==> src/rtl/fetch_redirect_unit.sv <==
// ---------------------------------------------------------------------------
// fetch_redirect_unit
//
// Instruction-fetch front end. Owns the program counter, issues single-word
// reads to instruction memory over a req/gnt + rvalid interface, and buffers
// {pc, instr} pairs for decode behind a valid/ready handshake. A redirect
// from the jump/branch unit flushes everything buffered or in flight and
// restarts fetch at the (word-aligned) target.
//
// Ports
//   clk           system clock, rising edge
//   reset_n       asynchronous active-low reset
//   jb_enable     redirect request, single-cycle pulse
//   jb_target_pc  redirect target address
//   imem_req      instruction memory read request
//   imem_addr     read address (word aligned)
//   imem_gnt      memory accepted the request this cycle
//   imem_rvalid   read data valid (in order, at least one cycle after gnt)
//   imem_rdata    instruction word
//   if_valid      {if_pc, if_instr} valid to decode
//   if_pc         pc of the presented instruction
//   if_instr      presented instruction
//   if_ready      decode accepts the head entry when if_valid & if_ready
//   misalign_err  one-cycle pulse after a redirect whose target[1:0] != 0
// ---------------------------------------------------------------------------
module fetch_redirect_unit #(
  parameter logic [31:0] RESET_PC   = 32'h0000_0000,
  parameter int          FIFO_DEPTH = 2
) (
  input  logic        clk,
  input  logic        reset_n,
  input  logic        jb_enable,
  input  logic [31:0] jb_target_pc,
  output logic        imem_req,
  output logic [31:0] imem_addr,
  input  logic        imem_gnt,
  input  logic        imem_rvalid,
  input  logic [31:0] imem_rdata,
  output logic        if_valid,
  output logic [31:0] if_pc,
  output logic [31:0] if_instr,
  input  logic        if_ready,
  output logic        misalign_err
);

  localparam int PTR_W = (FIFO_DEPTH > 1) ? $clog2(FIFO_DEPTH) : 1;
  localparam int CNT_W = $clog2(FIFO_DEPTH + 1);
  localparam logic [CNT_W-1:0] FULL_COUNT = CNT_W'(FIFO_DEPTH);

  typedef enum logic [1:0] {
    S_REQ  = 2'd0,  // may issue a read for fetch_pc
    S_WAIT = 2'd1,  // one read outstanding, its data will be kept
    S_DROP = 2'd2   // one read outstanding, its data will be discarded
  } state_t;

  // -------------------------------------------------------------------------
  // State
  // -------------------------------------------------------------------------
  state_t             state_reg;
  state_t             state_next;
  logic [31:0]        fetch_pc_reg;
  logic [31:0]        fetch_pc_next;
  logic [31:0]        req_pc_reg;     // pc of the read currently in flight
  logic [CNT_W-1:0]   count_reg;
  logic [CNT_W-1:0]   count_next;
  logic [PTR_W-1:0]   wr_ptr_reg;
  logic [PTR_W-1:0]   wr_ptr_next;
  logic [PTR_W-1:0]   rd_ptr_reg;
  logic [PTR_W-1:0]   rd_ptr_next;
  logic               misalign_reg;

  // Fetch buffer storage; not reset because the outputs are qualified by
  // the entry count.
  logic [31:0]        pc_mem    [FIFO_DEPTH];
  logic [31:0]        instr_mem [FIFO_DEPTH];
  logic [FIFO_DEPTH-1:0] wr_sel;

  // -------------------------------------------------------------------------
  // Handshake decode
  // -------------------------------------------------------------------------
  logic fifo_full;
  logic grant;
  logic push;
  logic pop;

  assign fifo_full = (count_reg == FULL_COUNT);

  // The request is a decode of registered state, which would read as 1
  // while reset is held (state resets to S_REQ with an empty buffer). It is
  // qualified with reset_n so the memory sees no request during reset and
  // the first request appears as soon as reset is released.
  assign imem_req  = reset_n && (state_reg == S_REQ) && !fifo_full;
  assign imem_addr = fetch_pc_reg;
  assign grant     = imem_req && imem_gnt;

  // A redirect in the same cycle voids both the incoming word and any pop:
  // the whole buffer is being discarded anyway.
  assign push = (state_reg == S_WAIT) && imem_rvalid && !jb_enable;
  assign pop  = if_valid && if_ready && !jb_enable;

  // -------------------------------------------------------------------------
  // Next-state logic
  // -------------------------------------------------------------------------
  always_comb begin
    state_next    = state_reg;
    fetch_pc_next = fetch_pc_reg;

    case (state_reg)
      S_REQ:   if (grant)       state_next = S_WAIT;
      S_WAIT:  if (imem_rvalid) state_next = S_REQ;
      S_DROP:  if (imem_rvalid) state_next = S_REQ;
      default:                  state_next = S_REQ;
    endcase

    if (grant) begin
      // Natural 32-bit wrap takes 0xFFFF_FFFC to 0.
      fetch_pc_next = fetch_pc_reg + 32'd4;
    end

    // Redirect overrides everything above. Any read that is (or just became)
    // outstanding must still be retired, so it is tracked in S_DROP until
    // its rvalid arrives.
    if (jb_enable) begin
      fetch_pc_next = {jb_target_pc[31:2], 2'b00};
      case (state_reg)
        S_REQ:   state_next = grant       ? S_DROP : S_REQ;
        S_WAIT:  state_next = imem_rvalid ? S_REQ  : S_DROP;
        S_DROP:  state_next = imem_rvalid ? S_REQ  : S_DROP;
        default: state_next = S_REQ;
      endcase
    end
  end

  always_comb begin
    count_next  = count_reg;
    wr_ptr_next = wr_ptr_reg;
    rd_ptr_next = rd_ptr_reg;

    if (jb_enable) begin
      count_next  = '0;
      wr_ptr_next = '0;
      rd_ptr_next = '0;
    end else begin
      if (push) wr_ptr_next = wr_ptr_reg + PTR_W'(1);
      if (pop)  rd_ptr_next = rd_ptr_reg + PTR_W'(1);
      case ({push, pop})
        2'b10:   count_next = count_reg + CNT_W'(1);
        2'b01:   count_next = count_reg - CNT_W'(1);
        default: count_next = count_reg;
      endcase
    end
  end

  // -------------------------------------------------------------------------
  // Registers
  // -------------------------------------------------------------------------
  always_ff @(posedge clk or negedge reset_n) begin
    if (!reset_n) begin
      state_reg    <= S_REQ;
      fetch_pc_reg <= RESET_PC;
      req_pc_reg   <= RESET_PC;
      count_reg    <= '0;
      wr_ptr_reg   <= '0;
      rd_ptr_reg   <= '0;
      misalign_reg <= 1'b0;
    end else begin
      state_reg    <= state_next;
      fetch_pc_reg <= fetch_pc_next;
      count_reg    <= count_next;
      wr_ptr_reg   <= wr_ptr_next;
      rd_ptr_reg   <= rd_ptr_next;
      misalign_reg <= jb_enable && (jb_target_pc[1:0] != 2'b00);
      if (grant) begin
        req_pc_reg <= fetch_pc_reg;
      end
    end
  end

  // -------------------------------------------------------------------------
  // Fetch buffer
  // -------------------------------------------------------------------------
  genvar gi;
  generate
    for (gi = 0; gi < FIFO_DEPTH; gi++) begin : g_wr_sel
      assign wr_sel[gi] = push && (wr_ptr_reg == PTR_W'(gi));
    end
  endgenerate

  always_ff @(posedge clk) begin
    for (int i = 0; i < FIFO_DEPTH; i++) begin
      if (wr_sel[i]) begin
        pc_mem[i]    <= req_pc_reg;
        instr_mem[i] <= imem_rdata;
      end
    end
  end

  // Head entry is presented straight from the registered buffer, so a word
  // arriving on rvalid in cycle N is visible to decode in cycle N+1. The
  // data outputs read as zero whenever nothing is valid, which keeps stale
  // entries off the bus after a flush.
  assign if_valid     = (count_reg != '0);
  assign if_pc        = if_valid ? pc_mem[rd_ptr_reg]    : 32'd0;
  assign if_instr     = if_valid ? instr_mem[rd_ptr_reg] : 32'd0;
  assign misalign_err = misalign_reg;

endmodule

==> config.mk <==
export PLATFORM = sky130hd
export DESIGN_NAME = fetch_redirect_unit
export DESIGN_NICKNAME = d
export VERILOG_FILES = /design/src/rtl/fetch_redirect_unit.sv
export SDC_FILE = /design/constraint.sdc
export NUM_CORES = 1
export LEC_CHECK = 0
export CORE_MARGIN = 3
export CORE_UTILIZATION = 35
export DETAILED_ROUTE_END_ITERATION = 8
export PLACE_DENSITY = 0.6
export SYNTH_ARGS = -nofsm -noshare
export SYNTH_HDL_FRONTEND = slang
export SYNTH_SLANG_ARGS = --single-unit
export TNS_END_PERCENT = 1
==> constraint.sdc <==
create_clock -name clk -period 8.5 [get_ports clk]
set_input_delay 1.275 -clock clk [delete_from_list [all_inputs] [get_ports clk]]
set_output_delay 1.275 -clock clk [all_outputs]
set_load 0.02 [all_outputs]
== Word-level counts from Yosys, hierarchy flattened ==
Memory sizes are Yosys's and may differ from the RTL's.
Cells that the tools add are included.
W data, S select, Z words.
Word-level totals
  bits in registers: 71
  memory bits (writable): 128
  input port bits: 70
  output and inout port bits: 99
  word-level logic and storage cells: 72
  memories kept: 2
Cells by class
  $add $sub $neg: 5
  equal/unequal tests: 7
  muxes and demuxes: 27
  bitwise operators: 1
  reduce and logical (&&, ||, !) cells: 23
Memory list
  instr_mem: depth 2, width 32, read ports 1, clocked after memory_dff 0, write ports 1, RTL line 75  | logic [31:0] instr_mem [FIFO_DEPTH];
  pc_mem: depth 2, width 32, read ports 1, clocked after memory_dff 0, write ports 1, RTL line 74  | logic [31:0] pc_mem [FIFO_DEPTH];
Operator list (count)
  $mux W32: 6
  $reduce_or A32 Y1: 2
  $add A32 B3 Y32 const B: 1
  $mux W1: 12
  $mux W2: 6
  $pmux W2 S2: 3
  $logic_and A1 B1 Y1: 10
  $reduce_bool A2 Y1: 5
  $eq A2 B2 Y1 const B: 3
  $eq A2 B1 Y1 const B: 2
  $ne A3 B1 Y1 const B: 1
  $ne A3 B3 Y1 const B: 1
  $reduce_bool A3 Y1: 1
  $add A1 B1 Y1 const B: 2
  $add A2 B1 Y2 const B: 1
  $logic_not A1 Y1: 2
  $logic_not A2 Y1: 1
  $reduce_and A2 Y1: 1
  $reduce_or A2 Y1: 1
  $sub A2 B1 Y2 const B: 1
  $not A1 Y1: 1

== Logic depth before layout (Yosys ltp) ==
Gate-level depths: netlist of the first run.
  depth in word-level cells: 8
  depth in mapped cells: 9
  depth with buffers taken out: 7

== Least setup slack after synthesis of the first run ==
No wires, ideal clock.
  kind: input to register
  start: input port jb_enable
  end: memory instr_mem[0][0] (enable)
  setup time: 0.559 ns
  data arrival time: 5.924 ns
  required time: 7.941 ns
  setup slack: 2.017 ns
  cell stages on the path: 3
  buffers on the path: 2
  cell sequence: clkbuf_1 > clkbuf_1 > nor3_1
On the way
  elaborated cells between the ends (all ways): 11
  classes of those cells: 6 x mux; 5 x reduce/logical
RTL lines
  start: declaration: RTL line 32  | input logic jb_enable,
  $logic_not A1 Y1: RTL line 98  | assign push = (state_reg == S_WAIT) && imem_rvalid && !jb_enable;
  $logic_and A1 B1 Y1: RTL line 98
  $logic_and A1 B1 Y1: RTL line 185  | assign wr_sel[gi] = push && (wr_ptr_reg == PTR_W'(gi));
  via wr_sel[0]: RTL line 76  | logic [FIFO_DEPTH-1:0] wr_sel;
  $mux W1: RTL line 191  | if (wr_sel[i]) begin
  $mux W1 (not written as such): RTL line 193  | instr_mem[i] <= imem_rdata;
  $mux W1 (no line)
  end: declaration: RTL line 75
The timed path passes the listed nets, and every way through them passes these cells.

== Worst setup path after layout of the first run ==
  start: input port reset_n
  end: output port imem_req
On the way
  word-level cells in the longest chain between the ends: 2
Ends and longest elaborated chain
  start: declaration: RTL line 31  | input logic reset_n,
  $logic_and A1 B1 Y1 (2 in a row): RTL line 92  | assign imem_req = reset_n && (state_reg == S_REQ) && !fifo_full;
  end: declaration: RTL line 34  | output logic imem_req,
No other way between the ends.

==> flow_summary.json, run 1 <==
{
  "period_needed_ns": 4.27,
  "internal_power_uw": 1610,
  "layout_setup_ws_ns": 4.23,
  "drc": 0,
  "synth_area_mm2": 0.00793,
  "hold_buffers": 0,
  "holdPathStages": 0,
  "path_common_cell": "and2_1",
  "place_area_mm2": 0.00983,
  "grt_max_degree": 69,
  "worstRegToRegCells": 8,
  "period_share_pct": 50.2,
  "die_w_um": 156,
  "gp_congestion": 0.776,
  "power.share.sequential_pct": 53.0,
  "n_fill_cell": 2027,
  "cts.sinks": 191,
  "startpoint_type": "input port",
  "cts_buffers": 17,
  "ys_async_sr_fraction_pct": 35.1,
  "hold_viol_final": 0,
  "power-per-cell-area_mw_per_mm2": 211,
  "h-tree-depth": 4,
  "syn_inst": 639,
  "synth-edff-count": 124,
  "drt_iter0_drc": 184,
  "reg2reg_to": "imem_addr[27]",
  "start_util_pct": 36.0,
  "hp-class": "reg2reg",
  "num_vias": 5199,
  "pwr-share-comb_pct": 12.1,
  "die_y_um": 156,
  "grt_overflow": 0,
  "clock.fmax_mhz": 234,
  "cpPeakStageDelay_ns": 0.65,
  "synth_area_leaders": "edfxtp_1 (47%), dfrtp_1 (21%), mux2i_1 (8.0%)",
  "yosysMostFrequentCell": "edfxtp_1",
  "crit_slowest_cell": "buf_4",
  "area_growth_pct": 31.2,
  "clock_latency_ns": 0.42,
  "fin_area_mm2": 0.0104,
  "min_from": "req_pc_reg[8]",
  "slew_headroom_pct": 30.0,
  "top_regs": "instr_mem x64, pc_mem x60",
  "synth_ff_type": "edfxtp_1",
  "seq_area_frac_synth_pct": 68.1,
  "die_area_mm2": 0.0245,
  "io_pins": 169,
  "switchingPower_uw": 585,
  "io_buffers": 164,
  "largest-register": "instr_mem",
  "final-setup-viol-count": 0,
  "ant_nets": 0,
  "drv_cap": 0,
  "crit_chain": "buf_4 > and2_1 > and2_1 > clkdlybuf4s50_1",
  "rrSetupSlack_ns": 5.76,
  "yosysTopAreaCell": "edfxtp_1",
  "cts_root_buf": "clkbuf_16",
  "status": "completed",
  "num_antenna_cells": 0,
  "fin_nets": 867,
  "slew_viol_final": 0,
  "vias_per_cell": 4.79,
  "critPathArrivalTime_ns": 2.99,
  "antenna_found_initial": 0,
  "worstPathMaxFanout": 68,
  "critPathKind": "in2out",
  "required_ns": 7.22,
  "postCtsResizedCells": 0,
  "ys_ff_latch": 191,
  "cts_tree": "yes",
  "setup_tns_ns": 0,
  "grt_usage_pct": 14.8,
  "post_cts_buffers": 0,
  "cts.clk_slew.worst_paths_ns": 0.07,
  "max-vdd-ir-drop_mv": 0.110,
  "r2r_start": "state_reg[1]",
  "clockBufferDepth": 2,
  "total_leakage_power_uw": 0.00367,
  "yosysTopAreaCellShare_pct": 47.0,
  "power.share.switching_pct": 26.7,
  "multi_input_area_mm2": 0.00237,
  "coreArea_mm2": 0.0220,
  "yosysWarnings": 0,
  "syn_area_per_cell_um2": 12.4,
  "ys_types": 38,
  "dp_slack_ns": 4.17,
  "largest_register_ffs": 64,
  "wl_per_cell_um": 16.3,
  "fin_cells": 1086,
  "hold_end": "pc_mem[1][8]",
  "crit_path_end_kind": "output pin",
  "seqCellArea_mm2": 0.00540,
  "whs_ns": 0.472,
  "row_count": 54,
  "dp_hpwl_mm": 11.6,
  "layout-drive-gt1-share_pct": 6.33,
  "placed_cells": 1054,
  "worstMarginPinSlew_ns": 1.05,
  "power_frac_clock_pct": 34.9,
  "grt_pass1_wl_mm": 28.0,
  "rsz0062_at_grt": "false",
  "drt-total-wl_mm": 17.7,
  "first_pass_iters": 4,
  "grt_pass1_vias": 5210,
  "synth_common_cells": "edfxtp_1 (124), nand2_1 (118), nor2_1 (79)",
  "worst_clock_skew_ns": 0.0110
}
metal layers:
| layer | vias to the layer above | share of wire [%] | global-route usage (%) |
|---|---|---|---|
| met3 | 2 | 4.6 | 4.31 |
| met1 | 2514 | 46 | 19.3 |
| met5 | - | 0 | 0 |
| met2 | 123 | 49 | 24.5 |
| li1 | 2560 | - | - |
| met4 | 0 | 0.29 | 3.54 |
area by class of cell:
class / instances / share of cell area, %
Multi-Input combinational cell: 406 / 22.8
Timing Repair Buffer: 170 / 16.2
Inverter: 7 / 0.253
Clock buffer: 17 / 4.09
Tap cell: 280 / 3.37
Clock inverter: 15 / 1.37
Sequential cell: 191 / 52.0
placed cells by master, fill, tap and decap left out, types with 2 or more instances in the layout:
cell type          n
nand4_1            8
o31ai_1            6
inv_8              3
and3_1             3
nor4_1             8
nor2_1            78
nor2b_1            3
xnor2_1           18
nor3_1             6
clkinv_2           3
inv_6              7
clkbuf_16         17
clkinv_8           2
nand2b_1           2
edfxtp_1         124
clkdlybuf4s50_1  163
a31oi_1            9
or3_1              2
ha_1               4
or4_1              6
or3_2              2
buf_4              7
and2_1             3
nand2_1          118
a21oi_1            6
xor2_1             5
o21ai_0           29
inv_1              7
nand3_1            8
mux2i_1           63
dfrtp_1           66
and4_1             3
nand3_2            2
conb_1             4
metrics by stage:
stage / total power [uW] / utilization [%]
after floorplan: 1310 / -
after global placement: 1440 / 44.6
after detailed placement: 1450 / 44.6
after CTS: 2230 / 47.2
after global routing: 2300 / 47.2
final: 2190 / 47.2
power groups by stage:
stage,Sequential (uW),Clock [uW],Combinational [uW]
floorplan,1180,0,135
global placement,1180,0,264
detailed placement,1180,0,268
CTS,1160,792,270
global route,1170,830,296
finish,1160,765,264
critical path, delay by kind of cell:
| family | cells | cell delay (ns) |
|---|---|---|
| buffers and inverters | 2 | 1.25 |
| AND/OR/NAND/NOR | 2 | 0.44 |
cell families (layout without fill, tap and decap cells):
family / after synthesis / count (layout) / synth area share [%]
and+or+nand+nor: 260 / 260 / 14.5
DFF: 191 / 191 / 68.1
muxes: 64 / 64 / 8.10
AOI/OAI and AO/OA: 51 / 51 / 3.62
buffers and inverters: 45 / 209 / 2.42
xor gates and xnor gates: 23 / 23 / 2.54
adders and majority gates: 4 / 4 / 0.632
other: 1 / 4 / 0.0473
worst max path at each step:
stage	from	end	slack (ns)	cells past startpoint
6_report	reset_n	imem_req	4.23	4
5_1_grt	reset_n	imem_req	4.04	4
4_1_cts	reset_n	imem_req	4.16	4
3_5_place_dp	reset_n	imem_req	4.17	4
3_3_place_gp	reset_n	imem_req	4.17	4
2_1_floorplan	jb_enable	instr_mem[0][0]	2.02	3
Power figures use the tool's default switching activity.
==> run 2: changes to the inputs <==
Settings changed: PLACE_DENSITY 0.6 to 0.62.
Clock period 8.5 ns to 3.5 ns, I/O delays scaled along.
==> run 2 against run 1 <==
Effect of this change:
- clock power grew 140%
- non-clock buffer count grew 9
- clock-buffer cell count grew 1
- critical path type is now reg2out
- hold slack lost 0.32 ns
- final cell count grew 0.83%
- via count grew 1.4%
- worst setup slack lost 3.7 ns
==> flow_summary.json, run 2 (synthesized netlist as in run 1, its figures left out) <==
{
  "fin_cells": 1095,
  "row_count": 54,
  "rrSetupSlack_ns": 0.99,
  "cpPeakStageDelay_ns": 0.72,
  "area_growth_pct": 32.5,
  "cp-startpoint": "rd_ptr_reg",
  "antenna_found_initial": 0,
  "worst-path-buf-inv": 2,
  "io_buffers": 164,
  "postCtsResizedCells": 0,
  "setup_tns_ns": 0,
  "drv_cap": 0,
  "cts.clk_slew.worst_paths_ns": 0.07,
  "ant_nets": 0,
  "path_delay_family": "buffers and inverters",
  "slew_viol_final": 0,
  "vias_per_cell": 4.81,
  "clockBufferDepth": 2,
  "num_vias": 5270,
  "dp_hpwl_mm": 12.5,
  "die_area_mm2": 0.0245,
  "post_cts_buffers": 0,
  "grt_pass1_vias": 5278,
  "cts_root_buf": "clkbuf_16",
  "crit_path_end_kind": "output pin",
  "crit_chain": "buf_4 > mux2i_1 > nor2_1 > clkdlybuf4s50_1",
  "layout-drive-gt1-share_pct": 7.36,
  "final_common_cell": "clkdlybuf4s50_1",
  "hold_buffers": 0,
  "cts_tree": "yes",
  "clock_latency_ns": 0.42,
  "rsz0062_at_grt": "false",
  "wl_per_cell_um": 16.5,
  "placed_cells": 1063,
  "clock.fmax_mhz": 340,
  "max-vdd-ir-drop_mv": 0.332,
  "num_antenna_cells": 0,
  "slew_headroom_pct": 55.6,
  "first_pass_iters": 4,
  "drt_iter0_drc": 274,
  "worst_clock_skew_ns": 0.0114,
  "largest-register": "instr_mem",
  "post-route-util_pct": 47.7,
  "status": "completed",
  "worstMarginPinSlew_ns": 0.666,
  "cts_buffers": 17,
  "io_pins": 169,
  "grt_overflow": 0,
  "grt_pass1_wl_mm": 28.6,
  "grt_usage_pct": 15.0,
  "crit_slowest_cell": "dfrtp_4",
  "whs_ns": 0.152,
  "largest_register_ffs": 64,
  "final-setup-viol-count": 0,
  "required_ns": 2.97,
  "hp-class": "in2async",
  "cts.sinks": 191,
  "fin_nets": 876,
  "startpoint_type": "register",
  "hold_viol_final": 0,
  "critPathKind": "reg2out",
  "period_needed_ns": 2.94,
  "power-per-cell-area_mw_per_mm2": 506,
  "die_y_um": 156,
  "drc": 0,
  "die_w_um": 156,
  "r2r_start": "state_reg[1]",
  "critPathArrivalTime_ns": 2.42,
  "gp_congestion": 0.781,
  "worstPathMaxFanout": 24,
  "period_share_pct": 84.0,
  "final_cell_mix": "clkdlybuf4s50_1 (163), edfxtp_1 (124), nand2_1 (118), nor2_1 (78), dfrtp_1 (66)",
  "grt_max_degree": 58,
  "start_util_pct": 36.0,
  "h-tree-depth": 4,
  "top_regs": "instr_mem x64, pc_mem x60",
  "drt-total-wl_mm": 18.1,
  "total_leakage_power_uw": 0.00372,
  "coreArea_mm2": 0.0220
}
==> run 2: worst paths after layout <==
path | endpoint | depth (start not counted)
setup / recovery | if_instr[6] | 4
hold / removal | req_pc_reg[20] | 2
setup reg to reg | imem_addr[30] | 8
hold reg to reg | pc_mem[0][27] | 0
max in group asynchronous | rd_ptr_reg | 3
min in group clk | pc_mem[0][27] | 0
==> run 2: where the power goes <==
group / internal (uW) / total (uW) / switching, uW
Clock: 955 / 1830 / 879
Combinational: 303 / 654 / 350
Sequential: 2660 / 2830 / 174
Total: 3910 / 5320 / 1400
==> run 2: through the flow <==
stage | worst slack, ns | total power [uW] | instance area (um2)
after global routing | 0.391 | 5580 | 10500
after CTS | 0.490 | 5390 | 10500
after global placement | 0.908 | 3520 | 9940
final | 0.559 | 5320 | 10500
after detailed placement | 0.871 | 3540 | 9940
after floorplan | 0.591 | 3180 | 7950
==> run 2: per-layer routing <==
layer | track usage, % | up-vias | wire length [um] | share of wire (%)
met5 | 0 | - | 0 | 0
met4 | 4.09 | 0 | 197 | 1.1
met3 | 3.87 | 10 | 951 | 5.3
met2 | 23.6 | 140 | 8390 | 46
met1 | 20.7 | 2554 | 8540 | 47
li1 | - | 2566 | - | -
==> run 2: worst reg2reg max path, cell delays in order (launching register included) <==
cell and delay [ns]:
dfrtp_1 0.39, inv_1 0.10, ha_1 0.23, and2_1 0.21, nand3_2 0.11, buf_4 0.25, or4_1 0.57, or4_1 0.40
a31oi_1 0.18
==> run 2: cell type report <==
type | instances | area (um2)
clock buffer | 18 | 439
timing repair buffer | 179 | 1790
clock inverter | 14 | 121
multi-input combinational | 406 | 2370
tap | 280 | 350
fill | 1993 | 11500
sequential | 191 | 5400
inverter | 7 | 26.3
==> run 3: changes to the inputs <==
Settings changed: PLACE_DENSITY 0.62 to 0.6.
Clock period 3.5 ns to 3 ns, I/O delays scaled along.
==> run 3 against run 2 <==
Effect of this change:
- wire length up 2.0%
- global-route usage rose by 0.43 points
- flip-flop and latch count stayed put
- hold slack improved by 0.095 ns
- critical path type unchanged
- final cell count fell by 0.18%
- worst setup slack lost 0.33 ns
- final area shrank 0.12%
- largest cell class unchanged
==> flow_summary.json, run 3 (synthesized netlist as in run 1, its figures left out) <==
{
  "power.share.sequential_pct": 53.2,
  "coreArea_mm2": 0.0220,
  "io_buffers": 164,
  "final-setup-viol-count": 0,
  "worstMarginPinSlew_ns": 0.868,
  "required_ns": 2.55,
  "slew_viol_final": 0,
  "multi_input_area_mm2": 0.00237,
  "grt_overflow": 0,
  "status": "completed",
  "cts_root_buf": "clkbuf_16",
  "crit_chain": "buf_4 > mux2i_1 > nor2_1 > clkdlybuf4s50_1",
  "final_common_cell": "clkdlybuf4s50_1",
  "rsz0062_at_grt": "false",
  "clock.fmax_mhz": 361,
  "antenna_found_initial": 0,
  "slew_headroom_pct": 42.1,
  "fin_nets": 874,
  "hold_buffers": 0,
  "crit_slowest_cell": "dfrtp_4",
  "crit_path_end_kind": "output pin",
  "num_vias": 5281,
  "clock_latency_ns": 0.42,
  "cts.sinks": 191,
  "cts.clk_slew.worst_paths_ns": 0.07,
  "grt_usage_pct": 15.4,
  "first_pass_iters": 4,
  "largest-register": "instr_mem",
  "seqCellArea_mm2": 0.00540,
  "worst_clock_skew_ns": 0.00571,
  "period_needed_ns": 2.77,
  "max-vdd-ir-drop_mv": 0.353,
  "setup_tns_ns": 0,
  "hold_viol_final": 0,
  "area_growth_pct": 32.4,
  "drv_cap": 0,
  "power_frac_clock_pct": 34.4,
  "clockBufferDepth": 2,
  "power.share.switching_pct": 25.6,
  "total_leakage_power_uw": 0.00370,
  "start_util_pct": 36.0,
  "placed_cells": 1061,
  "grt_max_degree": 68,
  "layout-drive-gt1-share_pct": 6.77,
  "grt_pass1_vias": 5189,
  "ant_nets": 0,
  "cts_buffers": 17,
  "dp_hpwl_mm": 12.3,
  "post_cts_buffers": 0,
  "drc": 0,
  "n_fill_cell": 1995,
  "largest_register_ffs": 64,
  "startpoint_type": "register",
  "period_share_pct": 92.3,
  "path_delay_family": "buffers and inverters",
  "power-per-cell-area_mw_per_mm2": 589,
  "final_cell_mix": "clkdlybuf4s50_1 (163), edfxtp_1 (124), nand2_1 (118), nor2_1 (78), dfrtp_1 (66)",
  "h-tree-depth": 4,
  "pwr-share-comb_pct": 12.4,
  "wl_per_cell_um": 16.9,
  "hp-class": "in2async",
  "num_antenna_cells": 0,
  "drt-total-wl_mm": 18.4,
  "critPathKind": "reg2out",
  "fin_cells": 1093,
  "grt_pass1_wl_mm": 29.2,
  "cpPeakStageDelay_ns": 0.72,
  "gp_congestion": 0.785,
  "worst-path-buf-inv": 2,
  "worstPathMaxFanout": 22,
  "die_y_um": 156,
  "internal_power_uw": 4600,
  "row_count": 54,
  "top_regs": "instr_mem x64, pc_mem x60",
  "switchingPower_uw": 1580,
  "die_w_um": 156,
  "die_area_mm2": 0.0245,
  "cts_tree": "yes",
  "critPathArrivalTime_ns": 2.32,
  "io_pins": 169,
  "drt_iter0_drc": 283,
  "postCtsResizedCells": 0,
  "vias_per_cell": 4.83
}
## run 3: cell types whose count changed in the layout (fill, tap and decap cells not counted), sizes merged
cell,delta
inv,-6
clkbuf,+2
clkinvlp,+3
buf,-2
bufinv,+1
## run 3: power by group through the flow
stage	sequential (uW)	clock [uW]	combinational, uW
floorplan	3330	0	383
global placement	3340	0	763
detailed placement	3350	0	773
CTS	3290	2200	779
global route	3330	2290	852
finish	3290	2130	764
## run 3: area by class of cell
cell class | count | area share (%)
Sequential cell | 191 | 51.5
Timing Repair Buffer | 177 | 17.0
Inverter | 7 | 0.250
Clock inverter | 12 | 1.09
Multi-Input combinational cell | 406 | 22.6
Tap cell | 280 | 3.34
Clock buffer | 20 | 4.16
## run 3: metal layers
metal / up-vias / track usage [%] / share of wire (%)
met5: - / 0 / 0
met4: 0 / 5.67 / 2.0
met3: 22 / 3.90 / 5.9
met2: 158 / 23.4 / 45
met1: 2538 / 21.5 / 47
li1: 2563 / - / -
## run 3: path summary, 6_finish.rpt
path	from	to	slack, ns	cells after the start
setup / recovery	rd_ptr_reg	if_pc[6]	0.23	4
hold / removal	reset_n	req_pc_reg[9]	0.25	2
setup reg to reg	state_reg[1]	imem_addr[31]	0.56	7
hold reg to reg	req_pc_reg[8]	pc_mem[1][8]	0.47	0
max in group asynchronous	reset_n	rd_ptr_reg	2.12	2
min in group clk	req_pc_reg[8]	pc_mem[1][8]	0.47	0
## run 3: worst register-to-register path, delay by kind of cell (launching register included)
family / cells / cell delay [ns]
flip-flops: 1 / 0.39
AND/OR/NAND/NOR: 4 / 1.50
adder cells (fa/ha/maj): 1 / 0.21
buffers and inverters: 1 / 0.10
AO/OA/AOI/OAI: 1 / 0.17
## run 3: metrics by stage
step	util (%)	total power, uW	hold WS (ns)	cell area [um2]	worst slack [ns]
floorplan	-	3710	0.154	7950	0.166
global placement	45.1	4100	0.450	9940	0.514
detailed placement	45.1	4120	0.456	9940	0.483
CTS	47.6	6270	0.278	10500	0.148
global route	47.6	6470	0.324	10500	0.0763
finish	47.6	6180	0.246	10500	0.232
